==> config.mk <==
export PLATFORM = sky130hd
export DESIGN_NAME = krnl_acc_ctrl_fsm
export DESIGN_NICKNAME = d
export VERILOG_FILES = /design/src/rtl/krnl_acc_ctrl_fsm.sv
export SDC_FILE = /design/constraint.sdc
export NUM_CORES = 1
export LEC_CHECK = 0
export CAP_MARGIN = 20
export CORE_AREA = 2 2 279 281
export DETAILED_ROUTE_END_ITERATION = 8
export DIE_AREA = 0 0 281 283
export PLACE_DENSITY_LB_ADDON = 0.25
export SLEW_MARGIN = 25
export SYNTH_ARGS = -nofsm -noshare
export SYNTH_HDL_FRONTEND = slang
export SYNTH_SLANG_ARGS = --single-unit
==> constraint.sdc <==
create_clock -name ACLK -period 17 [get_ports ACLK]
set_input_delay 5.1 -clock ACLK [delete_from_list [all_inputs] [get_ports ACLK]]
set_output_delay 5.1 -clock ACLK [all_outputs]
set_load 0.02 [all_outputs]
==> src/rtl/krnl_acc_ctrl_fsm.sv <==
// krnl_acc_ctrl_fsm: ap_ctrl_chain kernel sequencer (latch job cfg, IFM/WGT reads, then core + OFM write).
// Optional per-wait-state watchdog enabled by defining KRNL_ACC_CTRL_TIMEOUT_EN.
module krnl_acc_ctrl_fsm #(
    parameter int unsigned ADDR_W = 64,
    parameter int unsigned SIZE_W = 32
`ifdef KRNL_ACC_CTRL_TIMEOUT_EN
    ,
    parameter logic [31:0] TIMEOUT_CYCLES = 32'd1000000
`endif
) (
    input  logic              ACLK,
    input  logic              ARESET,
    input  logic              ap_start,
    input  logic              ap_continue,
    output logic              ap_done,
    output logic              ap_idle,
    output logic              ap_ready,
    input  logic [SIZE_W-1:0] cfg_ci,
    input  logic [SIZE_W-1:0] cfg_co,
    input  logic [SIZE_W-1:0] ifm_size,
    input  logic [SIZE_W-1:0] wgt_size,
    input  logic [SIZE_W-1:0] ofm_size,
    input  logic [ADDR_W-1:0] ifm_addr_base,
    input  logic [ADDR_W-1:0] wgt_addr_base,
    input  logic [ADDR_W-1:0] ofm_addr_base,
    output logic              ifm_rd_start,
    output logic              wgt_rd_start,
    output logic              ofm_wr_start,
    output logic [ADDR_W-1:0] ifm_rd_addr,
    output logic [ADDR_W-1:0] wgt_rd_addr,
    output logic [ADDR_W-1:0] ofm_wr_addr,
    output logic [SIZE_W-1:0] ifm_rd_size,
    output logic [SIZE_W-1:0] wgt_rd_size,
    output logic [SIZE_W-1:0] ofm_wr_size,
    input  logic              ifm_rd_done,
    input  logic              wgt_rd_done,
    input  logic              ofm_wr_done,
    output logic              core_start,
    output logic [SIZE_W-1:0] core_ci,
    output logic [SIZE_W-1:0] core_co,
    input  logic              core_done,
    output logic              err_timeout
);

    typedef enum logic [2:0] {
        IDLE,
        LATCH,
        LOAD,
        COMPUTE,
        DONE
    } state_t;

    state_t            state_q, state_d;
    logic              ap_done_d, ap_idle_d, ap_ready_d;
    logic              ifm_rd_start_d, wgt_rd_start_d, ofm_wr_start_d, core_start_d;
    logic [ADDR_W-1:0] ifm_rd_addr_d, wgt_rd_addr_d, ofm_wr_addr_d;
    logic [SIZE_W-1:0] ifm_rd_size_d, wgt_rd_size_d, ofm_wr_size_d;
    logic [SIZE_W-1:0] core_ci_d, core_co_d;
    logic              ifm_flag_q, ifm_flag_d, wgt_flag_q, wgt_flag_d;
    logic              core_flag_q, core_flag_d, ofm_flag_q, ofm_flag_d;
    logic              load_fin, comp_fin;

    // A done pulse in the same cycle as the last missing flag still completes the wait.
    assign load_fin = (ifm_flag_q | ifm_rd_done) & (wgt_flag_q | wgt_rd_done);
    assign comp_fin = (core_flag_q | core_done) & (ofm_flag_q | ofm_wr_done);

`ifdef KRNL_ACC_CTRL_TIMEOUT_EN
    logic [31:0] wd_cnt_q, wd_cnt_d;
    logic        err_q, err_d;
    logic        wd_hit;

    assign wd_hit      = (wd_cnt_q == TIMEOUT_CYCLES - 32'd1);
    assign err_timeout = err_q;
`else
    assign err_timeout = 1'b0;
`endif

    // Next-state and next-value logic for every registered output.
    always_comb begin
        state_d        = state_q;
        ap_done_d      = ap_done;
        ap_idle_d      = ap_idle;
        ap_ready_d     = 1'b0;
        ifm_rd_start_d = 1'b0;
        wgt_rd_start_d = 1'b0;
        ofm_wr_start_d = 1'b0;
        core_start_d   = 1'b0;
        ifm_rd_addr_d  = ifm_rd_addr;
        wgt_rd_addr_d  = wgt_rd_addr;
        ofm_wr_addr_d  = ofm_wr_addr;
        ifm_rd_size_d  = ifm_rd_size;
        wgt_rd_size_d  = wgt_rd_size;
        ofm_wr_size_d  = ofm_wr_size;
        core_ci_d      = core_ci;
        core_co_d      = core_co;
        ifm_flag_d     = ifm_flag_q;
        wgt_flag_d     = wgt_flag_q;
        core_flag_d    = core_flag_q;
        ofm_flag_d     = ofm_flag_q;
`ifdef KRNL_ACC_CTRL_TIMEOUT_EN
        wd_cnt_d       = wd_cnt_q;
        err_d          = err_q;
`endif

        unique case (state_q)
            IDLE: begin
                if (ap_start) begin
                    state_d    = LATCH;
                    ap_idle_d  = 1'b0;
                    ap_ready_d = 1'b1;
                end
            end
            LATCH: begin
                state_d        = LOAD;
                ifm_rd_addr_d  = ifm_addr_base;
                wgt_rd_addr_d  = wgt_addr_base;
                ofm_wr_addr_d  = ofm_addr_base;
                ifm_rd_size_d  = ifm_size;
                wgt_rd_size_d  = wgt_size;
                ofm_wr_size_d  = ofm_size;
                core_ci_d      = cfg_ci;
                core_co_d      = cfg_co;
                // Zero-size engines are skipped by presetting their done flags.
                ifm_rd_start_d = (ifm_size != '0);
                wgt_rd_start_d = (wgt_size != '0);
                ifm_flag_d     = (ifm_size == '0);
                wgt_flag_d     = (wgt_size == '0);
                core_flag_d    = 1'b0;
                ofm_flag_d     = 1'b0;
`ifdef KRNL_ACC_CTRL_TIMEOUT_EN
                err_d          = 1'b0;
`endif
            end
            LOAD: begin
                if (ifm_rd_done) ifm_flag_d = 1'b1;
                if (wgt_rd_done) wgt_flag_d = 1'b1;
                if (load_fin) begin
                    state_d        = COMPUTE;
                    core_start_d   = 1'b1;
                    ofm_wr_start_d = (ofm_wr_size != '0);
                    core_flag_d    = 1'b0;
                    ofm_flag_d     = (ofm_wr_size == '0);
                end
`ifdef KRNL_ACC_CTRL_TIMEOUT_EN
                else if (wd_hit) begin
                    state_d   = DONE;
                    ap_done_d = 1'b1;
                    err_d     = 1'b1;
                end
`endif
            end
            COMPUTE: begin
                if (core_done)   core_flag_d = 1'b1;
                if (ofm_wr_done) ofm_flag_d  = 1'b1;
                if (comp_fin) begin
                    state_d   = DONE;
                    ap_done_d = 1'b1;
                end
`ifdef KRNL_ACC_CTRL_TIMEOUT_EN
                else if (wd_hit) begin
                    state_d   = DONE;
                    ap_done_d = 1'b1;
                    err_d     = 1'b1;
                end
`endif
            end
            DONE: begin
                if (ap_continue) begin
                    state_d   = IDLE;
                    ap_done_d = 1'b0;
                    ap_idle_d = 1'b1;
                end
            end
            default: begin
                state_d   = IDLE;
                ap_done_d = 1'b0;
                ap_idle_d = 1'b1;
            end
        endcase

`ifdef KRNL_ACC_CTRL_TIMEOUT_EN
        // Watchdog restarts on entry to each wait state and counts while waiting.
        if ((state_d == LOAD || state_d == COMPUTE) && state_d != state_q)
            wd_cnt_d = '0;
        else if (state_q == LOAD || state_q == COMPUTE)
            wd_cnt_d = wd_cnt_q + 32'd1;
`endif
    end

    always_ff @(posedge ACLK or posedge ARESET) begin
        if (ARESET) begin
            state_q      <= IDLE;
            ap_done      <= 1'b0;
            ap_idle      <= 1'b1;
            ap_ready     <= 1'b0;
            ifm_rd_start <= 1'b0;
            wgt_rd_start <= 1'b0;
            ofm_wr_start <= 1'b0;
            core_start   <= 1'b0;
            ifm_rd_addr  <= '0;
            wgt_rd_addr  <= '0;
            ofm_wr_addr  <= '0;
            ifm_rd_size  <= '0;
            wgt_rd_size  <= '0;
            ofm_wr_size  <= '0;
            core_ci      <= '0;
            core_co      <= '0;
            ifm_flag_q   <= 1'b0;
            wgt_flag_q   <= 1'b0;
            core_flag_q  <= 1'b0;
            ofm_flag_q   <= 1'b0;
`ifdef KRNL_ACC_CTRL_TIMEOUT_EN
            wd_cnt_q     <= '0;
            err_q        <= 1'b0;
`endif
        end else begin
            state_q      <= state_d;
            ap_done      <= ap_done_d;
            ap_idle      <= ap_idle_d;
            ap_ready     <= ap_ready_d;
            ifm_rd_start <= ifm_rd_start_d;
            wgt_rd_start <= wgt_rd_start_d;
            ofm_wr_start <= ofm_wr_start_d;
            core_start   <= core_start_d;
            ifm_rd_addr  <= ifm_rd_addr_d;
            wgt_rd_addr  <= wgt_rd_addr_d;
            ofm_wr_addr  <= ofm_wr_addr_d;
            ifm_rd_size  <= ifm_rd_size_d;
            wgt_rd_size  <= wgt_rd_size_d;
            ofm_wr_size  <= ofm_wr_size_d;
            core_ci      <= core_ci_d;
            core_co      <= core_co_d;
            ifm_flag_q   <= ifm_flag_d;
            wgt_flag_q   <= wgt_flag_d;
            core_flag_q  <= core_flag_d;
            ofm_flag_q   <= ofm_flag_d;
`ifdef KRNL_ACC_CTRL_TIMEOUT_EN
            wd_cnt_q     <= wd_cnt_d;
            err_q        <= err_d;
`endif
        end
    end

endmodule

==> run metrics, run 1 <==
outcome complete, no violations; Post-CTS Repair Setup Buffers 0; leakage component of the power 10.4 nW; clock latency at the later pin of the worst-skew pair 0.56 ns; effective utilization at floorplan 0.204; Post-synth EDFFs 0; die height 283 um; # IOs 720; wire length of the first global-routing pass 72.7 mm; required time at the endpoint of the critical path 17.55 ns; # setup viols final 0; total of cells resized after clock tree synthesis 0; Sequential Power Share 0.303; hold path startpoint ifm_rd_addr[32]; maxcap violations 0; combinational share of power 0.523; Num Clock Sinks 366; Crit Path Class in2async; Mapped Cells 835; Via-to-Cell Ratio 3.75; Longest Clk Path Bufs 3; Unique masters post-synth 31; number of nets produced by synthesis 1195; setup_tns 0 ns; cts bufs inserted 44; worst supply voltage drop on vdd 0.0000912 V; Pwr per Cell Area 214 nW/um^2; Clock transition at path regs 0.06 ns; hold buffers post-CTS 0; portion of netlist area occupied by mux cells 0.335; post-synthesis instance area 15600 sq um; post-synthesis compound-gate area fraction 0.00736; fill cell count 7507; pin count of the biggest net entering global routing 138; detailed-placement wirelength estimate 36.1 mm; kind of path behind the tightest hold check reg2reg; Reg2Reg Launch Point state_q[0]; measured slew at the worst slew-check pin 1.10 ns; final design instance area without fill 24900 sq um; Clk pwr share 0.174; Antenna Violating Nets Remaining 0; Net Sw Power 1.84 mW; Port-buffer cells 718; relative area change from synthesis to final layout 59.2%; maximum operating frequency 140 MHz; global-route congestion overflow total 0; critical path startpoint ARESET; Simple-Gate Fraction of Synth Area 0.0199; total count of hold-check failures in the final report 0; Most used DFF post-synth sky130_fd_sc_hd__dfrtp_1; vias after detailed routing 9885; flip-flop and latch count after synthesis 366; CTS H-tree lvls 2; adder-cell share of the synthesized area 0; setup repair after global routing missed its margin no; Power Internal 3.48 mW; share of the yosys chip area belonging to registers 0.586; count of unresolved DRC violations after routing 0; 1st-pass router iterations 4; area of the multi-input gates 5670 sq um; Storage cell area 9160 sq um; YS warnings 0; final period utilization 0.421; via count of the first global-routing pass 11000; antenna violations before repair 5; xor and xnor area share after synthesis 0; TritonCTS clock tree done; core area 76700 sq um; final weighted congestion in routability-driven placement 0.811; area post-placement 23400 sq um; Arrival @ worst endpoint 7.71 ns; overall routed net length 49.6 mm; die footprint 79500 sq um; switching fraction of total power 0.346; standard-cell rows 102; crit path time final 7.16 ns; Slew headroom 0.269; total track usage 0.120; per-cell routed wire length 18.8 um; startpoint type of the worst setup path primary input; Worst Setup End Kind asynchronous set/reset pin; synthesized area per cell 18.7 sq um; root buf cell sky130_fd_sc_hd__clkbuf_16; Die X 281 um; critical path peak fanout 96; number of nets in the final layout 1924; Worst Skew 0.0221 ns; ratio of cells with drive above 1 in the final layout 0.270; fraction of registers with async set/reset 1.00; largest family of logic cells by synthesized area multiplexers; drt first-iter violations 304; Max Transition Viols Final 0
## sequential cells by signal, summed over array words and instances (netlist names), 3 cells and up
register	flops
ofm_wr_addr	64
wgt_rd_addr	64
core_ci	32
wgt_rd_size	32
ifm_rd_addr	64
ifm_rd_size	32
ofm_wr_size	32
core_co	32
state_q	3
## logic make-up (layout without fill, tap and decap cells)
| family | count (synthesis) | in the layout |
|---|---|---|
| buffers and inverters | 46 | 805 |
| AOI/OAI and AO/OA | 18 | 18 |
| other | 1 | 6 |
| muxes | 353 | 353 |
| and+or+nand+nor | 51 | 51 |
| DFF | 366 | 366 |
## synthesized netlist by cell type (3+ instances only)
master	n	area share
sky130_fd_sc_hd__o21a_1	3	0.0014
sky130_fd_sc_hd__o22ai_1	3	0.0012
sky130_fd_sc_hd__nor4_1	25	0.010
sky130_fd_sc_hd__mux2_4	336	0.32
sky130_fd_sc_hd__dfrtp_1	365	0.58
sky130_fd_sc_hd__mux2_2	16	0.012
sky130_fd_sc_hd__a21oi_1	4	0.0013
sky130_fd_sc_hd__nor2_1	7	0.0017
sky130_fd_sc_hd__buf_12	36	0.046
sky130_fd_sc_hd__nand4_1	6	0.0024
sky130_fd_sc_hd__a211oi_1	3	0.0014
sky130_fd_sc_hd__nand2_1	3	0.00072
## power by group through the flow
stage               Clock [mW]  Combinational, mW  Sequential (mW)
global route              1.01               2.91             1.67
global placement             0               2.80             1.62
finish                   0.928               2.78             1.61
detailed placement           0               2.81             1.62
CTS                      0.967               2.82             1.62
floorplan                    0               1.18             2.11
## cell type report
class | instances | share of cell area
clock inverter | 7 | 0.00251
sequential | 366 | 0.368
antenna | 5 | 0.000503
multi-input combinational | 423 | 0.228
clock buffer | 69 | 0.0545
timing repair buffer | 727 | 0.294
inverter | 2 | 0.000603
tap | 1040 | 0.0523
## critical path, cell delays in order
cell and delay (ns):
sky130_fd_sc_hd__clkdlybuf4s50_1 0.50, sky130_fd_sc_hd__inv_8 0.52, sky130_fd_sc_hd__buf_6 0.58, sky130_fd_sc_hd__buf_4 0.81
## layer usage
metal / vias to the layer above / GRT usage / wire length (um) / part of all wire
met2: 391 / 0.212 / 25500 / 0.51
met1: 4969 / 0.131 / 18500 / 0.37
met5: - / 0 / 0 / 0
li1: 4439 / - / - / -
met4: 0 / 0.0452 / 1510 / 0.031
met3: 86 / 0.0399 / 4060 / 0.082
## stage by stage
step / utilization / hold slack (ns) / worst slack (ns) / total power, mW / cells
finish: 0.324 / 0.506 / 9.84 / 5.33 / 2639
global route: 0.324 / 0.517 / 9.43 / 5.59 / 2639
CTS: 0.324 / 0.509 / 9.43 / 5.41 / 2633
detailed placement: 0.305 / 0.490 / 8.82 / 4.43 / 2557
global placement: 0.305 / 0.491 / 8.89 / 4.42 / 2557
floorplan: - / 0.490 / 1.74 / 3.29 / 835
## cells in the final DEF (no fill, tap or decap), types with 4 or more instances in the layout
master / Yosys / layout
sky130_fd_sc_hd__nor4_1: 25 / 25
sky130_fd_sc_hd__clkbuf_1: 1 / 10
sky130_fd_sc_hd__mux2_2: 16 / 16
sky130_fd_sc_hd__clkbuf_16: 0 / 45
sky130_fd_sc_hd__dfrtp_1: 365 / 365
sky130_fd_sc_hd__nor2_1: 7 / 7
sky130_fd_sc_hd__a21oi_1: 4 / 4
sky130_fd_sc_hd__diode_2: 0 / 5
sky130_fd_sc_hd__clkinv_2: 0 / 5
sky130_fd_sc_hd__clkbuf_8: 0 / 14
sky130_fd_sc_hd__nand4_1: 6 / 6
sky130_fd_sc_hd__mux2_4: 336 / 336
sky130_fd_sc_hd__clkdlybuf4s50_1: 0 / 718
## path summary, 6_finish.rpt
kind,to,slack (ns),depth (start not counted)
max,wgt_rd_size[11],9.84,4
min,ifm_rd_addr[32],0.51,1
max reg2reg,ifm_rd_addr[19],12.96,7
min reg2reg,ifm_rd_addr[32],0.51,1
max in group ACLK,ap_idle,10.21,1
min in group asynchronous,ifm_rd_addr[28],5.08,2
Note: power is estimated with default switching activity, not from simulation.
==> run 2: changes to the inputs <==
==> constraint.sdc (replaced) <==
create_clock -name ACLK -period 7.2 [get_ports ACLK]
set_input_delay 2.16 -clock ACLK [delete_from_list [all_inputs] [get_ports ACLK]]
set_output_delay 2.16 -clock ACLK [all_outputs]
set_load 0.02 [all_outputs]
==> run metrics, run 2 (synthesis results as in run 1) <==
die height 283 um (unchanged); 1st-pass router iterations 4 (unchanged); root buf cell sky130_fd_sc_hd__clkbuf_16; final non-filler cell total 2642 (+0.11%); worst supply voltage drop on vdd 0.000267 V (+190%); cell with the largest stage delay on the worst path sky130_fd_sc_hd__clkdlybuf4s50_1; combinational share of power 0.523 (about the same); critical path peak fanout 3 (-97%); Worst Skew 0.0120 ns (-0.0101 ns); wire length of the first global-routing pass 73.2 mm (+0.72%); ordered cell list for the critical path clkdlybuf4s50_1; hold slack final 0.506 ns (-0.0000290 ns); area post-placement 23500 sq um (+0.21%); via count of the first global-routing pass 11000 (-0.30%); TritonCTS clock tree done; maxcap violations 0 (unchanged); Port-buffer cells 718 (unchanged); Longest Clk Path Bufs 3 (unchanged); Clock transition at path regs 0.06 ns (about the same); Placement Setup Slack 3.28 ns (-5.54 ns); Largest delay share family, worst path buffers and inverters; final weighted congestion in routability-driven placement 0.781 (-3.7%); total of cells resized after clock tree synthesis 0 (unchanged); vias after detailed routing 9877 (-0.081%); Via-to-Cell Ratio 3.74 (-0.19%); total count of hold-check failures in the final report 0 (unchanged); most frequent cells in the layout 718 x sky130_fd_sc_hd__clkdlybuf4s50_1, 365 x sky130_fd_sc_hd__dfrtp_1, 336 x sky130_fd_sc_hd__mux2_4; startpoint type of the worst setup path flop; setup_tns 0 ns (unchanged); # setup viols final 0 (unchanged); Num Clock Sinks 366 (unchanged); # IOs 720 (unchanged); Arrival @ worst endpoint 1.71 ns (-6.00 ns); Max Transition Viols Final 0 (unchanged); Worst Setup End Kind output port; final design instance area without fill 24900 sq um (about the same); number of nets in the final layout 1925 (+0.052%); kind of path behind the tightest hold check reg2reg; switching fraction of total power 0.350 (+0.00353); hold buffers post-CTS 0 (unchanged); required time at the endpoint of the critical path 5.04 ns (-12.51 ns); relative area change from synthesis to final layout 59.1% (about the same); largest registers ranked by flip-flop count ifm_rd_addr: 64 flops, ofm_wr_addr: 64 flops, wgt_rd_addr: 64 flops; leakage component of the power 10.4 nW (about the same); Crit Path Class reg2out; count of unresolved DRC violations after routing 0 (unchanged); Clk pwr share 0.173 (about the same); Antenna Violating Nets Remaining 0 (unchanged); maximum single-stage delay on the critical path 0.62 ns (-0.19 ns); Net Sw Power 4.39 mW (+140%); worst path bufs/invs 1 (-3); antenna violations before repair 4 (-1); total track usage 0.121 (+0.000957); outcome complete, no violations; Power Internal 8.16 mW (+130%); die footprint 79500 sq um (unchanged); ratio of cells with drive above 1 in the final layout 0.270 (about the same); CTS H-tree lvls 2 (unchanged); overall routed net length 49.7 mm (+0.28%); PnR worst setup slack 3.33 ns (-6.51 ns); standard-cell rows 102 (unchanged); fill cell count 7510 (+0.040%); Slew headroom 0.303 (+0.0341); Post-CTS Repair Setup Buffers 0 (unchanged); clock latency at the later pin of the worst-skew pair 0.56 ns (about the same); final period utilization 0.538; global-route congestion overflow total 0 (unchanged); cts bufs inserted 44 (unchanged); pin count of the biggest net entering global routing 146 (+5.8%); per-cell routed wire length 18.8 um (+0.16%); setup repair after global routing missed its margin no; crit path time final 3.87 ns; Pwr per Cell Area 505 nW/um^2 (+140%); most common cell after layout, fill and taps aside sky130_fd_sc_hd__clkdlybuf4s50_1; drt first-iter violations 353 (+16%); core area 76700 sq um (unchanged); maximum operating frequency 258 MHz; effective utilization at floorplan 0.204 (unchanged); measured slew at the worst slew-check pin 1.05 ns (-0.0511 ns); detailed-placement wirelength estimate 36.6 mm (+1.4%); Placed Cells incl. Taps 2559 (+0.078%); Die X 281 um (unchanged); Sequential Power Share 0.304 (about the same)
-- run 2: cell types whose count changed in the layout (fill, tap and decap cells not counted), sizes merged --
cell,before,now
clkinv,5,8
diode,5,3
clkbuf,69,70
inv,2,3
bufinv,1,0
buf,9,10
-- run 2: per-stage QoR --
stage / util / power [mW]
floorplan: - / 7.77
global placement: 0.306 / 10.4
detailed placement: 0.306 / 10.5
CTS: 0.324 / 12.8
global route: 0.324 / 13.2
finish: 0.324 / 12.6
-- run 2: path summary, 6_finish.rpt --
check                                      from  slack (ns)         endpoint  depth (start not counted)
worst max-delay path                    ap_idle        3.33          ap_idle                          1
worst min-delay path            wgt_rd_addr[12]        0.51  wgt_rd_addr[12]                          1
worst max register to register       state_q[0]        4.16       core_ci[6]                          5
worst min register to register  wgt_rd_addr[12]        0.51  wgt_rd_addr[12]                          1
max in group asynchronous                ARESET        3.85      core_ci[29]                          3
min in group asynchronous                ARESET        2.01  ofm_wr_addr[53]                          2
-- run 2: cell type report --
type,instances,area (sq um),share of cell area
antenna,3,7.51,0.000302
inverter,2,11.3,0.000453
clock buffer,70,1330,0.0535
multi-input combinational,423,5670,0.228
tap,1040,1300,0.0523
sequential,366,9160,0.368
clock inverter,10,61.3,0.00247
timing repair buffer,728,7320,0.295
-- run 2: power by group through the flow --
stage	Sequential [mW]	Clock (mW)	Combinational [mW]
finish	3.82	2.17	6.57
global route	3.96	2.35	6.86
CTS	3.83	2.26	6.65
detailed placement	3.83	0	6.62
global placement	3.82	0	6.61
floorplan	4.98	0	2.79
-- run 2: per-layer routing --
| metal | track usage | routed length (um) |
|---|---|---|
| met3 | 0.0383 | 3850 |
| met5 | 0 | 12 |
| met2 | 0.216 | 25800 |
| met1 | 0.134 | 18700 |
| met4 | 0.0402 | 1350 |
